**src/rtl/fifo_drain_ctrl_if.sv**
```systemverilog
// Read-port and output-stream signal bundle for fifo_drain_ctrl.
// master is the drain controller; slave is the FIFO plus the stream consumer.
interface fifo_drain_ctrl_if #(
  parameter int unsigned WIDTH = 128
);

  logic             fifo_empty;
  logic [WIDTH-1:0] fifo_data;
  logic             fifo_rd;
  logic             m_valid;
  logic             m_ready;
  logic [WIDTH-1:0] m_data;

  modport master (
    input  fifo_empty,
    input  fifo_data,
    input  m_ready,
    output fifo_rd,
    output m_valid,
    output m_data
  );

  modport slave (
    output fifo_empty,
    output fifo_data,
    output m_ready,
    input  fifo_rd,
    input  m_valid,
    input  m_data
  );

endinterface

```
**src/rtl/fifo_drain_ctrl.sv**
```systemverilog
// Read-side controller for a one-cycle-latency synchronous FIFO: issues reads under a
// credit rule and presents captured words on a valid/ready stream via a 3-entry buffer.
module fifo_drain_ctrl #(
  parameter int unsigned WIDTH = 128,
  parameter int unsigned CNT_W = 32
) (
  input  logic              clk,
  input  logic              reset,
  input  logic              en,
  fifo_drain_ctrl_if.master bus,
  output logic              busy,
  output logic [CNT_W-1:0]  beat_count
);

  localparam int unsigned DEPTH = 3;
  localparam int unsigned PTR_W = 2;
  localparam int unsigned CRD_W = 3;

  typedef enum logic [1:0] {
    ST_IDLE = 2'd0,
    ST_RUN  = 2'd1,
    ST_STOP = 2'd2
  } state_e;

  state_e           state_q;
  state_e           state_d;
  logic [PTR_W-1:0] count_q;
  logic [PTR_W-1:0] count_d;
  logic [PTR_W-1:0] head_q;
  logic [PTR_W-1:0] head_d;
  logic [PTR_W-1:0] tail_q;
  logic [PTR_W-1:0] tail_d;
  logic             inflight_q;
  logic [WIDTH-1:0] buf_q [DEPTH];
  logic [CNT_W-1:0] beat_q;

  logic             credit_ok_c;
  logic             rd_c;
  logic             valid_c;
  logic             push_c;
  logic             pop_c;
  logic [WIDTH-1:0] head_data_c;

  // Circular pointer advance over three slots.
  function automatic logic [PTR_W-1:0] ptr_inc(input logic [PTR_W-1:0] p);
    return (p == PTR_W'(DEPTH - 1)) ? '0 : p + PTR_W'(1);
  endfunction

  // Buffered plus in-flight words must leave room for the word a new read returns.
  assign credit_ok_c = (CRD_W'(count_q) + CRD_W'(inflight_q)) < CRD_W'(DEPTH);
  assign rd_c        = (state_q == ST_RUN) && !bus.fifo_empty && credit_ok_c;
  assign valid_c     = (count_q != '0);
  assign push_c      = inflight_q;
  assign pop_c       = valid_c && bus.m_ready;

  // State register.
  always_ff @(posedge clk or negedge reset) begin
    if (!reset) begin
      state_q <= ST_IDLE;
    end else begin
      state_q <= state_d;
    end
  end

  // Next-state logic; STOP lingers until nothing is buffered or in flight.
  always_comb begin
    state_d = state_q;
    unique case (state_q)
      ST_IDLE: begin
        if (en) state_d = ST_RUN;
      end
      ST_RUN: begin
        if (!en) state_d = ST_STOP;
      end
      ST_STOP: begin
        if (en) begin
          state_d = ST_RUN;
        end else if (!inflight_q && (count_q == '0)) begin
          state_d = ST_IDLE;
        end
      end
      default: state_d = ST_IDLE;
    endcase
  end

  // Occupancy and pointer updates; simultaneous capture and pop leave count unchanged.
  always_comb begin
    count_d = count_q;
    head_d  = head_q;
    tail_d  = tail_q;
    if (push_c) tail_d = ptr_inc(tail_q);
    if (pop_c)  head_d = ptr_inc(head_q);
    case ({push_c, pop_c})
      2'b10:   count_d = count_q + PTR_W'(1);
      2'b01:   count_d = count_q - PTR_W'(1);
      default: count_d = count_q;
    endcase
  end

  always_ff @(posedge clk or negedge reset) begin
    if (!reset) begin
      count_q    <= '0;
      head_q     <= '0;
      tail_q     <= '0;
      inflight_q <= 1'b0;
    end else begin
      count_q    <= count_d;
      head_q     <= head_d;
      tail_q     <= tail_d;
      inflight_q <= rd_c;
    end
  end

  // Capture the returned FIFO word into the tail slot.
  always_ff @(posedge clk or negedge reset) begin
    if (!reset) begin
      for (int unsigned i = 0; i < DEPTH; i++) begin
        buf_q[i] <= '0;
      end
    end else if (push_c) begin
      for (int unsigned i = 0; i < DEPTH; i++) begin
        if (tail_q == PTR_W'(i)) buf_q[i] <= bus.fifo_data;
      end
    end
  end

  always_comb begin
    head_data_c = '0;
    case (head_q)
      2'd0:    head_data_c = buf_q[0];
      2'd1:    head_data_c = buf_q[1];
      2'd2:    head_data_c = buf_q[2];
      default: head_data_c = '0;
    endcase
  end

  // Delivered-beat counter, wraps naturally.
  always_ff @(posedge clk or negedge reset) begin
    if (!reset) begin
      beat_q <= '0;
    end else if (pop_c) begin
      beat_q <= beat_q + CNT_W'(1);
    end
  end

  assign bus.fifo_rd = rd_c;
  assign bus.m_valid = valid_c;
  assign bus.m_data  = head_data_c;
  assign busy        = (state_q != ST_IDLE);
  assign beat_count  = beat_q;

endmodule

```
**src/flat_wrapper.sv**
```systemverilog
// flat-port wrapper written by rule: the top's interface ports become plain ports
module fifo_drain_ctrl_flat 
#(
  parameter int unsigned WIDTH = 128,
  parameter int unsigned CNT_W = 32
)
  (clk, reset, en, busy, beat_count, bus_fifo_empty, bus_fifo_data, bus_m_ready, bus_fifo_rd, bus_m_valid, bus_m_data);
  fifo_drain_ctrl_if #(.WIDTH(WIDTH)) bus_i ();
  input  logic clk;
  input  logic reset;
  input  logic en;
  output logic busy;
  output logic [CNT_W-1:0] beat_count;
  input wire logic [$bits(bus_i.fifo_empty)-1:0] bus_fifo_empty;
  input wire logic [$bits(bus_i.fifo_data)-1:0] bus_fifo_data;
  input wire logic [$bits(bus_i.m_ready)-1:0] bus_m_ready;
  output wire logic [$bits(bus_i.fifo_rd)-1:0] bus_fifo_rd;
  output wire logic [$bits(bus_i.m_valid)-1:0] bus_m_valid;
  output wire logic [$bits(bus_i.m_data)-1:0] bus_m_data;
  assign bus_i.fifo_empty = bus_fifo_empty;
  assign bus_i.fifo_data = bus_fifo_data;
  assign bus_i.m_ready = bus_m_ready;
  assign bus_fifo_rd = bus_i.fifo_rd;
  assign bus_m_valid = bus_i.m_valid;
  assign bus_m_data = bus_i.m_data;
  fifo_drain_ctrl #(.WIDTH(WIDTH), .CNT_W(CNT_W)) u_core (.clk(clk), .reset(reset), .en(en), .bus(bus_i), .busy(busy), .beat_count(beat_count));
endmodule
```
**config.mk**
```make
export PLATFORM = sky130hd
export DESIGN_NAME = fifo_drain_ctrl_flat
export DESIGN_NICKNAME = d
export VERILOG_FILES = /design/src/rtl/fifo_drain_ctrl_if.sv /design/src/rtl/fifo_drain_ctrl.sv /design/src/flat_wrapper.sv
export SDC_FILE = /design/constraint.sdc
export NUM_CORES = 1
export LEC_CHECK = 0
export ABC_AREA = 1
export CAP_MARGIN = 30
export CELL_PAD_IN_SITES_DETAIL_PLACEMENT = 1
export CELL_PAD_IN_SITES_GLOBAL_PLACEMENT = 1
export CORE_MARGIN = 4
export CORE_UTILIZATION = 30
export CTS_CLUSTER_DIAMETER = 120
export DETAILED_ROUTE_END_ITERATION = 8
export PLACE_DENSITY = 0.61
export SYNTH_ARGS = -nofsm -noshare
export SYNTH_HDL_FRONTEND = slang
export SYNTH_SLANG_ARGS = --single-unit
```
**constraint.sdc**
```tcl
create_clock -name clk -period 3.1 [get_ports clk]
set_input_delay 0.465 -clock clk [delete_from_list [all_inputs] [get_ports clk]]
set_output_delay 0.465 -clock clk [all_outputs]
set_load 0.02 [all_outputs]
```
* Word-level counts from Yosys, hierarchy flattened
Cells that the tools add are included.
** Cells by class
- Add/subtract/negate cells :: 6
- $lt $le $gt $ge :: 1
- Equal/unequal tests :: 11
- Mux-type cells :: 9
- Reductions and logical operators :: 17
** Operators by type and width (count)
- case mux 128 bit (3 select lines) :: 1
- adder 32 x 1 -> 32 bit, second input constant :: 1
- two-way mux 2 bit :: 6
- == test 2 x 1 -> 1 bit, second input constant :: 4
- == test 2 bit, second input constant :: 4
- zero test 2 bit :: 4
- adder 2 x 1 -> 2 bit, second input constant :: 3
- case mux 2 bit (3 select lines) :: 1
- AND reduction 2 bit :: 3
- nonzero test 2 bit :: 3
- logical AND 1 bit :: 4
- inequality test 2 bit, second input constant :: 2
- case mux 2 bit (2 select lines) :: 1
- adder 2 x 1 -> 3 bit :: 1
- less-than comparator 3 x 2 -> 1 bit, second input constant :: 1
- inequality test 3 x 2 -> 1 bit, second input constant :: 1
- AND reduction 3 bit :: 1
- zero test 1 bit :: 2
- subtractor 2 x 1 -> 2 bit, second input constant :: 1
** Word-level totals
- Register bits :: 425
- Input port bits :: 133
- Output and inout port bits :: 163
- Word-level logic and storage cells :: 53

* Logic depth before layout (Yosys ltp)
Gate-level depths: netlist of the first run.
- Depth in word-level cells :: 5
- Depth in mapped cells :: 10
- Gate-level depth less buffers :: 10

* Least setup slack after synthesis of the first run
Ideal clock, no wire load.
- Path type :: register -> output
- From :: register u_core.inflight_q
- To :: output bus_fifo_rd
- Data arrival time :: 2.121 ns
- Required time :: 2.635 ns
- Slack :: 0.514 ns
- Stages on the path, launching flop included :: 4
- Buffers on the path :: 0
- Cells stage by stage :: dfrtp_1 ha_1 ha_1 a2111oi_0
** On the way
- Longest elaborated chain between the ends :: 3
** Ends and longest elaborated chain
- from (decl) :: RTL line fifo_drain_ctrl.sv:33 : logic inflight_q;
- from (signal assigned) :: RTL line fifo_drain_ctrl.sv:110 : inflight_q <= rd_c;
- adder 2 x 1 -> 3 bit :: RTL line fifo_drain_ctrl.sv:50 : assign credit_ok_c = (CRD_W'(count_q) + CRD_W'(inflight_q)) < CRD_W'(DEPTH);
- less-than comparator 3 x 2 -> 1 bit :: RTL line fifo_drain_ctrl.sv:50
- logical AND 1 bit :: RTL line fifo_drain_ctrl.sv:51 : assign rd_c = (state_q == ST_RUN) && !bus.fifo_empty && credit_ok_c;
- to (decl) :: RTL line flat_wrapper.sv:17 : output wire logic [$bits(bus_i.fifo_rd)-1:0] bus_fifo_rd;
No other way between the ends.

* Worst setup path in the final report of the first run
- From :: register u_core.head_q[0]
- To :: output bus_m_data[39]
** On the way
- Longest elaborated chain between the ends :: 2
- Elaborated cells on any way between the ends :: 4
- Those cells by class :: eq/ne (2); mux (1); reduce/logical (1)
** Ends and longest elaborated chain
- from (decl) :: RTL line fifo_drain_ctrl.sv:29 : logic [PTR_W-1:0] head_q;
- from (signal assigned) :: RTL line fifo_drain_ctrl.sv:103 : head_q <= '0;
- from (signal assigned) :: RTL line fifo_drain_ctrl.sv:108 : head_q <= head_d;
- == test 2 bit (tied with other cells) :: RTL line fifo_drain_ctrl.sv:129 : case (head_q)
- case mux 128 bit (3 select lines) * :: RTL line fifo_drain_ctrl.sv:129
- to (decl) :: RTL line flat_wrapper.sv:19 : output wire logic [$bits(bus_i.m_data)-1:0] bus_m_data;
Every way passes the cells marked *; elsewhere a longest branch is shown, timed or not.

==> impl_metrics.env, run 1 <==
export IMPL_status="finished, final reports clean"
export IMPL_yosysSeqAreaShare=0.564
export IMPL_fin_crit_ps=3010
export IMPL_die_w_um=259
export IMPL_wire_per_inst_um=18.1
export IMPL_clockRootBuffer="clkbuf_16"
export IMPL_routed_via_count=15800
export IMPL_drtIter0Drc=813
export IMPL_ant_nets=0
export IMPL_cpPeakStageDelay_ps=660
export IMPL_cts_buffers=51
export IMPL_netSwitchingFraction=0.409
export IMPL_hpwlAfterDp_mm=37.5
export IMPL_port_buffers=295
export IMPL_drive_gt1_frac=0.0560
export IMPL_yosys_area_top_type="dfrtp_1"
export IMPL_grt_max_degree=161
export IMPL_startpoint="u_core.head_q[0]$_DFFE_PN0P_"
export IMPL_leakage_nw=12.4
export IMPL_rr_startpoint="u_core.tail_q[1]$_DFFE_PN0P_"
export IMPL_final_nets=2604
export IMPL_netlist_area_sq_mm=0.0189
export IMPL_pwr_share_clk=0.197
export IMPL_multi_input_area_sq_mm=0.00656
export IMPL_setup_tns_ps=0
export IMPL_cp_num_buf_inv=2
export IMPL_drcViolationCount=0
export IMPL_layout_common_cells="nand2_1, dfrtp_1, o21ai_0, inv_1, clkdlybuf4s50_1"
export IMPL_grtUsageTotal=0.180
export IMPL_tritoncts="built"
export IMPL_die_area_sq_mm=0.0670
export IMPL_syn_inst=2215
export IMPL_switchingPower_mw=11.5
export IMPL_cp_start_kind="flip-flop"
export IMPL_path_clk_slew_ps=60
export IMPL_seqPwrFrac=0.343
export IMPL_gr_total_overflow=0
export IMPL_regArea_sq_mm=0.0106
export IMPL_synth_top_cell_area_share=0.564
export IMPL_gp_congestion=0.779
export IMPL_crit_chain="or2_4, buf_12, o211ai_1, clkdlybuf4s50_1"
export IMPL_ys_seq_elements=425
export IMPL_synth_avg_cell_area_sq_um=8.52
export IMPL_rsz0062_at_grt="no"
export IMPL_row_count=91
export IMPL_antenna_found_initial=6
export IMPL_io_pins=296
export IMPL_layout_commonest_cell="nand2_1"
export IMPL_cp_max_fo=37
export IMPL_dr_pass1_iters=5
export IMPL_drt_wl_total_mm=60.4
export IMPL_intPower_mw=16.7
export IMPL_max_cap_viol_count=0
export IMPL_h_tree_depth=2
export IMPL_p_comb_frac=0.460
export IMPL_dpl_cell_area_sq_mm=0.0229
export IMPL_finalCritPeriodShare=0.972
export IMPL_wl_met2_mm=29.2
export IMPL_synth_area_top_cells="dfrtp_1, nand2_1, o21ai_0"
export IMPL_setup_viol=0
export IMPL_timing_final_max_slew_violations=0
export IMPL_crit_family="buffers and inverters"
export IMPL_cp_slowest_cell="clkdlybuf4s50_1"
export IMPL_worst_slew_pin_slew_ps=855
export IMPL_worstSetupPathType="flip-flop to primary output"
export IMPL_whs_ps=445
export IMPL_cts_sinks=425
export IMPL_hold_class="input pin to flip-flop"
export IMPL_ys_warnings_count=0
export IMPL_met1_length_mm=26.3
export IMPL_final_area_sq_mm=0.0246
export IMPL_power_density_mw_per_mm2=1150
export IMPL_required_ps=2630
export IMPL_critPathArrivalTime_ps=2550
export IMPL_area_growth_pct=30.3
export IMPL_hp_start="bus_fifo_empty"
export IMPL_maxClockFrequency_mhz=332
export IMPL_nFillCells=7268
export IMPL_clk_latency_ps=600
export IMPL_endpoint_kind="primary output"
export IMPL_final_util=0.397
export IMPL_viasPerCell=4.74
export IMPL_top_layer="met5"
export IMPL_slew_headroom=0.430
export IMPL_start_util=0.305
export IMPL_fin_skew_ps=19.6
export IMPL_wl_met3_mm=3.51
export IMPL_grt_pass1_vias=17300
export IMPL_clockBufferDepth=3
export IMPL_grt_first_pass_wirelength_mm=97.4
export IMPL_syn_nets=2352
export IMPL_die_h_um=259
export IMPL_post_synth_num_cell_types=28
export IMPL_finalHoldViolCount=0
export IMPL_core_sq_mm=0.0619
export IMPL_irDropWorstVdd_v=0.000454
==> area by class of cell <==
type / instances / share of cell area
inverter: 300 / 0.0459
timing repair buffer: 340 / 0.149
clock buffer: 76 / 0.0594
sequential: 425 / 0.433
multi-input combinational: 1349 / 0.267
antenna: 2 / 0.000204
tap: 837 / 0.0426
clock inverter: 9 / 0.00260
==> cells in the mapped netlist, drive strengths merged <==
master / n
nor3: 7
dfrtp: 425
inv: 300
or2: 1
xnor2: 12
ha: 4
nor4: 1
and2: 1
nor2: 37
xor2: 8
clkbuf: 76
nand2: 591
nand3: 155
a21oi: 1
nand3b: 3
o211ai: 128
nand4: 9
buf: 65
a2111oi: 1
o21ai: 390
==> sequential cells by signal, indices dropped and copies added, names as in the netlist <==
| signal | cells |
|---|---|
| u_core.buf_q | 384 |
| u_core.beat_count | 32 |
| u_core.count_q | 2 |
| u_core.head_q | 2 |
| u_core.state_q | 2 |
| u_core.tail_q | 2 |
| u_core.inflight_q | 1 |
==> logic make-up (layout without fill, tap and decap cells) <==
group           Yosys count  after routing  synth area share
simple gates            805            805             0.178
compound gates          520            520             0.155
buf+inv                 441            725            0.0909
flops                   425            425             0.564
xor+xnor                 20             20           0.00929
fa+ha+maj                 4              4           0.00265
other cells               0              2                 0
==> per-layer routing <==
layer / vias to the layer above / global-route usage
met5: - / 0
met4: 10 / 0.0426
met3: 81 / 0.0473
met2: 250 / 0.307
met1: 7841 / 0.229
li1: 7645 / -
==> power groups by stage <==
| stage | logic, mW | registers, mW | clock network (mW) |
|---|---|---|---|
| global placement | 13.0 | 9.59 | 0 |
| finish | 13.0 | 9.69 | 5.56 |
| global route | 14.3 | 10.0 | 6.01 |
| detailed placement | 13.3 | 9.74 | 0 |
| floorplan | 7.33 | 9.34 | 0 |
| CTS | 13.4 | 9.69 | 5.77 |
==> through the flow <==
stage / worst slack [ps] / power (mW) / instances
6_report: 86.6 / 28.2 / 3338
5_1_grt: 2.35 / 30.4 / 3336
4_1_cts: 1.38 / 28.8 / 3336
3_5_place_dp: 414 / 23.0 / 3245
3_3_place_gp: 443 / 22.6 / 3245
2_1_floorplan: 514 / 16.7 / 2215
==> final timing paths <==
kind	endpoint	slack, ps	cells past startpoint
min	u_core.inflight_q$_DFF_PN0_	440	2
max in group asynchronous	u_core.beat_count[11]$_DFFE_PN0P_	1530	4
max	bus_m_data[39]	90	4
max reg2reg	u_core.buf_q[145]$_DFFE_PN0P_	1210	5
min in group asynchronous	u_core.buf_q[136]$_DFFE_PN0P_	560	2
min reg2reg	u_core.buf_q[261]$_DFFE_PN0P_	480	2
==> what timing repair did <==
item,4_1_cts,5_1_grt
setup endpoints to repair,125,50
gates cloned,1,0
setup buffers,4,0
hold buffers,1,0
resized for setup,20,50
pin swaps,1,0
endpoints found under the hold margin,80,0
==> worst reg2reg max path, cell delays in order (launching register included) <==
cell and delay, ps:
dfrtp_1 410, inv_1 180, nand3_4 500, buf_12 430, nand2_1 150, o21ai_0 90
(Power assumes the default switching activity.)
==> inputs of run 2 (changes only) <==
HOLD_SLACK_MARGIN = 0.08   (was default)
==> results of run 2 <==
The final DEF is identical to that of run 1; final timing and power are the same.
==> inputs of run 3 (changes only) <==
REMOVE_ABC_BUFFERS = 1   (was default)
==> run 3 against run 2 <==
  * Worst setup slack improved by 2.1 ps
  * Critical endpoint is now bus_m_data[35]
  * Sequential power increased by 0.5%
  * Hold slack got worse by 17 ps
  * Maximum frequency about the same
  * First-iteration DRC count increased by 10%
  * Core utilization increased by 0.25 points
  * Routed wire length increased by 4.8%
  * Combinational power decreased by 4%
  * Global-route usage increased by 0.67 points
==> impl_metrics.env, run 3 (same netlist as run 1, synthesis figures left out) <==
export IMPL_status="finished, final reports clean"
export IMPL_clk_latency_ps=580
export IMPL_drive_gt1_frac=0.0606
export IMPL_layout_commonest_cell="nand2_1"
export IMPL_p_comb_frac=0.441
export IMPL_dpl_cell_area_sq_mm=0.0229
export IMPL_die_h_um=259
export IMPL_power_density_mw_per_mm2=1140
export IMPL_finalCritPeriodShare=0.971
export IMPL_cp_start_kind="flip-flop"
export IMPL_rr_worst_depth=4
export IMPL_grtUsageTotal=0.186
export IMPL_setup_tns_ps=0
export IMPL_cp_max_fo=47
export IMPL_maxClockFrequency_mhz=332
export IMPL_gp_congestion=0.777
export IMPL_endpoint_kind="primary output"
export IMPL_area_growth_pct=31.1
export IMPL_cpPeakStageDelay_ps=650
export IMPL_intPower_mw=16.6
export IMPL_grt_pass1_vias=17300
export IMPL_gr_total_overflow=0
export IMPL_ant_nets=0
export IMPL_leakage_nw=12.4
export IMPL_die_w_um=259
export IMPL_largest_reg_flops=384
export IMPL_fin_crit_ps=3010
export IMPL_clockRootBuffer="clkbuf_16"
export IMPL_startpoint="u_core.head_q[1]$_DFFE_PN0P_"
export IMPL_fin_skew_ps=12.4
export IMPL_required_ps=2630
export IMPL_whs_ps=427
export IMPL_final_area_sq_mm=0.0247
export IMPL_grt_first_pass_wirelength_mm=99.8
export IMPL_nFillCells=7246
export IMPL_antenna_found_initial=3
export IMPL_irDropWorstVdd_v=0.000483
export IMPL_pwr_share_clk=0.214
export IMPL_die_area_sq_mm=0.0670
export IMPL_timing_final_max_slew_violations=0
export IMPL_row_count=91
export IMPL_critPathArrivalTime_ps=2550
export IMPL_worstSetupPathType="flip-flop to primary output"
export IMPL_port_buffers=295
export IMPL_slew_headroom=0.397
export IMPL_worst_slew_pin_slew_ps=904
export IMPL_rsz0062_at_grt="yes"
export IMPL_viasPerCell=4.79
export IMPL_setup_viol=0
export IMPL_cp_num_buf_inv=3
export IMPL_r2r_end="u_core.buf_q[113]$_DFFE_PN0P_"
export IMPL_drtIter0Drc=895
export IMPL_start_util=0.305
export IMPL_drt_wl_total_mm=63.3
export IMPL_netSwitchingFraction=0.413
export IMPL_max_cap_viol_count=0
export IMPL_wire_per_inst_um=18.9
export IMPL_multi_input_area_sq_mm=0.00656
export IMPL_h_tree_depth=2
export IMPL_reg2reg_slack_ps=990
export IMPL_io_pins=296
export IMPL_switchingPower_mw=11.7
export IMPL_top_register="u_core.buf_q"
export IMPL_routed_via_count=16000
export IMPL_drcViolationCount=0
export IMPL_core_sq_mm=0.0619
export IMPL_dr_pass1_iters=4
export IMPL_path_clk_slew_ps=60
export IMPL_crit_chain="inv_6, or2_4, buf_12, o211ai_1, clkdlybuf4s50_1"
export IMPL_finalHoldViolCount=0
export IMPL_tritoncts="built"
export IMPL_final_nets=2609
export IMPL_layout_common_cells="nand2_1, dfrtp_1, o21ai_0, inv_1, clkdlybuf4s50_1"
export IMPL_crit_family="buffers and inverters"
export IMPL_cts_sinks=425
export IMPL_seqPwrFrac=0.344
export IMPL_hpwlAfterDp_mm=40.6
export IMPL_cts_buffers=50
export IMPL_grt_max_degree=88
export IMPL_regArea_sq_mm=0.0106
export IMPL_clockBufferDepth=3
export IMPL_rr_startpoint="u_core.tail_q[0]$_DFFE_PN0P_"
export IMPL_hold_class="input pin to asynchronous set/reset pin"
export IMPL_cp_slowest_cell="clkdlybuf4s50_1"
==> run 3: area by class of cell <==
| class | count | area share |
|---|---|---|
| well taps | 837 | 0.0423 |
| diodes | 3 | 0.000304 |
| inverters | 300 | 0.0457 |
| clock inverters | 11 | 0.00663 |
| clock buffers | 77 | 0.0617 |
| repair buffers | 346 | 0.148 |
| multi-input cells | 1349 | 0.265 |
| flip-flops and latches | 425 | 0.430 |
==> run 3: worst register-to-register path: stages (launching register included) <==
cell,delay (ps)
dfrtp_1,400
inv_1,180
nand3_4,690
buf_4,540
o21ai_0,210
==> run 3: stage by stage <==
stage	power [mW]	std cells	setup WS, ps	util
3_3_place_gp	22.6	3251	432	0.370
4_1_cts	28.8	3345	0.475	0.398
5_1_grt	30.3	3348	-45.3	0.399
2_1_floorplan	16.5	2074	-3610	-
3_5_place_dp	23.0	3251	427	0.370
6_report	28.3	3348	88.7	0.399
==> run 3: layer usage <==
metal | global-route usage | up-vias | routed length [um]
li1 | - | 7655 | -
met3 | 0.0308 | 69 | 2560
met1 | 0.243 | 8039 | 28100
met4 | 0.0466 | 0 | 1070
met5 | 0 | - | 0
met2 | 0.324 | 286 | 31500
==> run 3: worst max-delay path by stage <==
| stage | end | cells past startpoint | slack, ps |
|---|---|---|---|
| detailed placement | bus_fifo_rd | 4 | 430 |
| finish | bus_m_data[35] | 5 | 90 |
| floorplan | bus_m_data[0] | 3 | -3610 |
| global route | bus_m_data[35] | 5 | -50 |
| global placement | bus_fifo_rd | 4 | 430 |
| CTS | bus_m_data[86] | 5 | 0.5 |
==> run 3: power by group through the flow <==
stage / clock [mW] / sequential (mW) / combinational [mW]
finish: 6.06 / 9.74 / 12.5
detailed placement: 0 / 9.78 / 13.2
floorplan: 0 / 9.56 / 6.91
global placement: 0 / 9.66 / 12.9
global route: 6.48 / 10.1 / 13.8
CTS: 6.25 / 9.73 / 12.9
==> run 3: what timing repair did <==
item / CTS / global route
setup buffers: 2 / 0
endpoints found under the setup margin: 108 / 30
hold buffers: 1 / 0
gates cloned: 3 / 0
pin swaps: 2 / 0
hold endpoints to repair: 44 / 0
gates resized for setup: 105 / 30
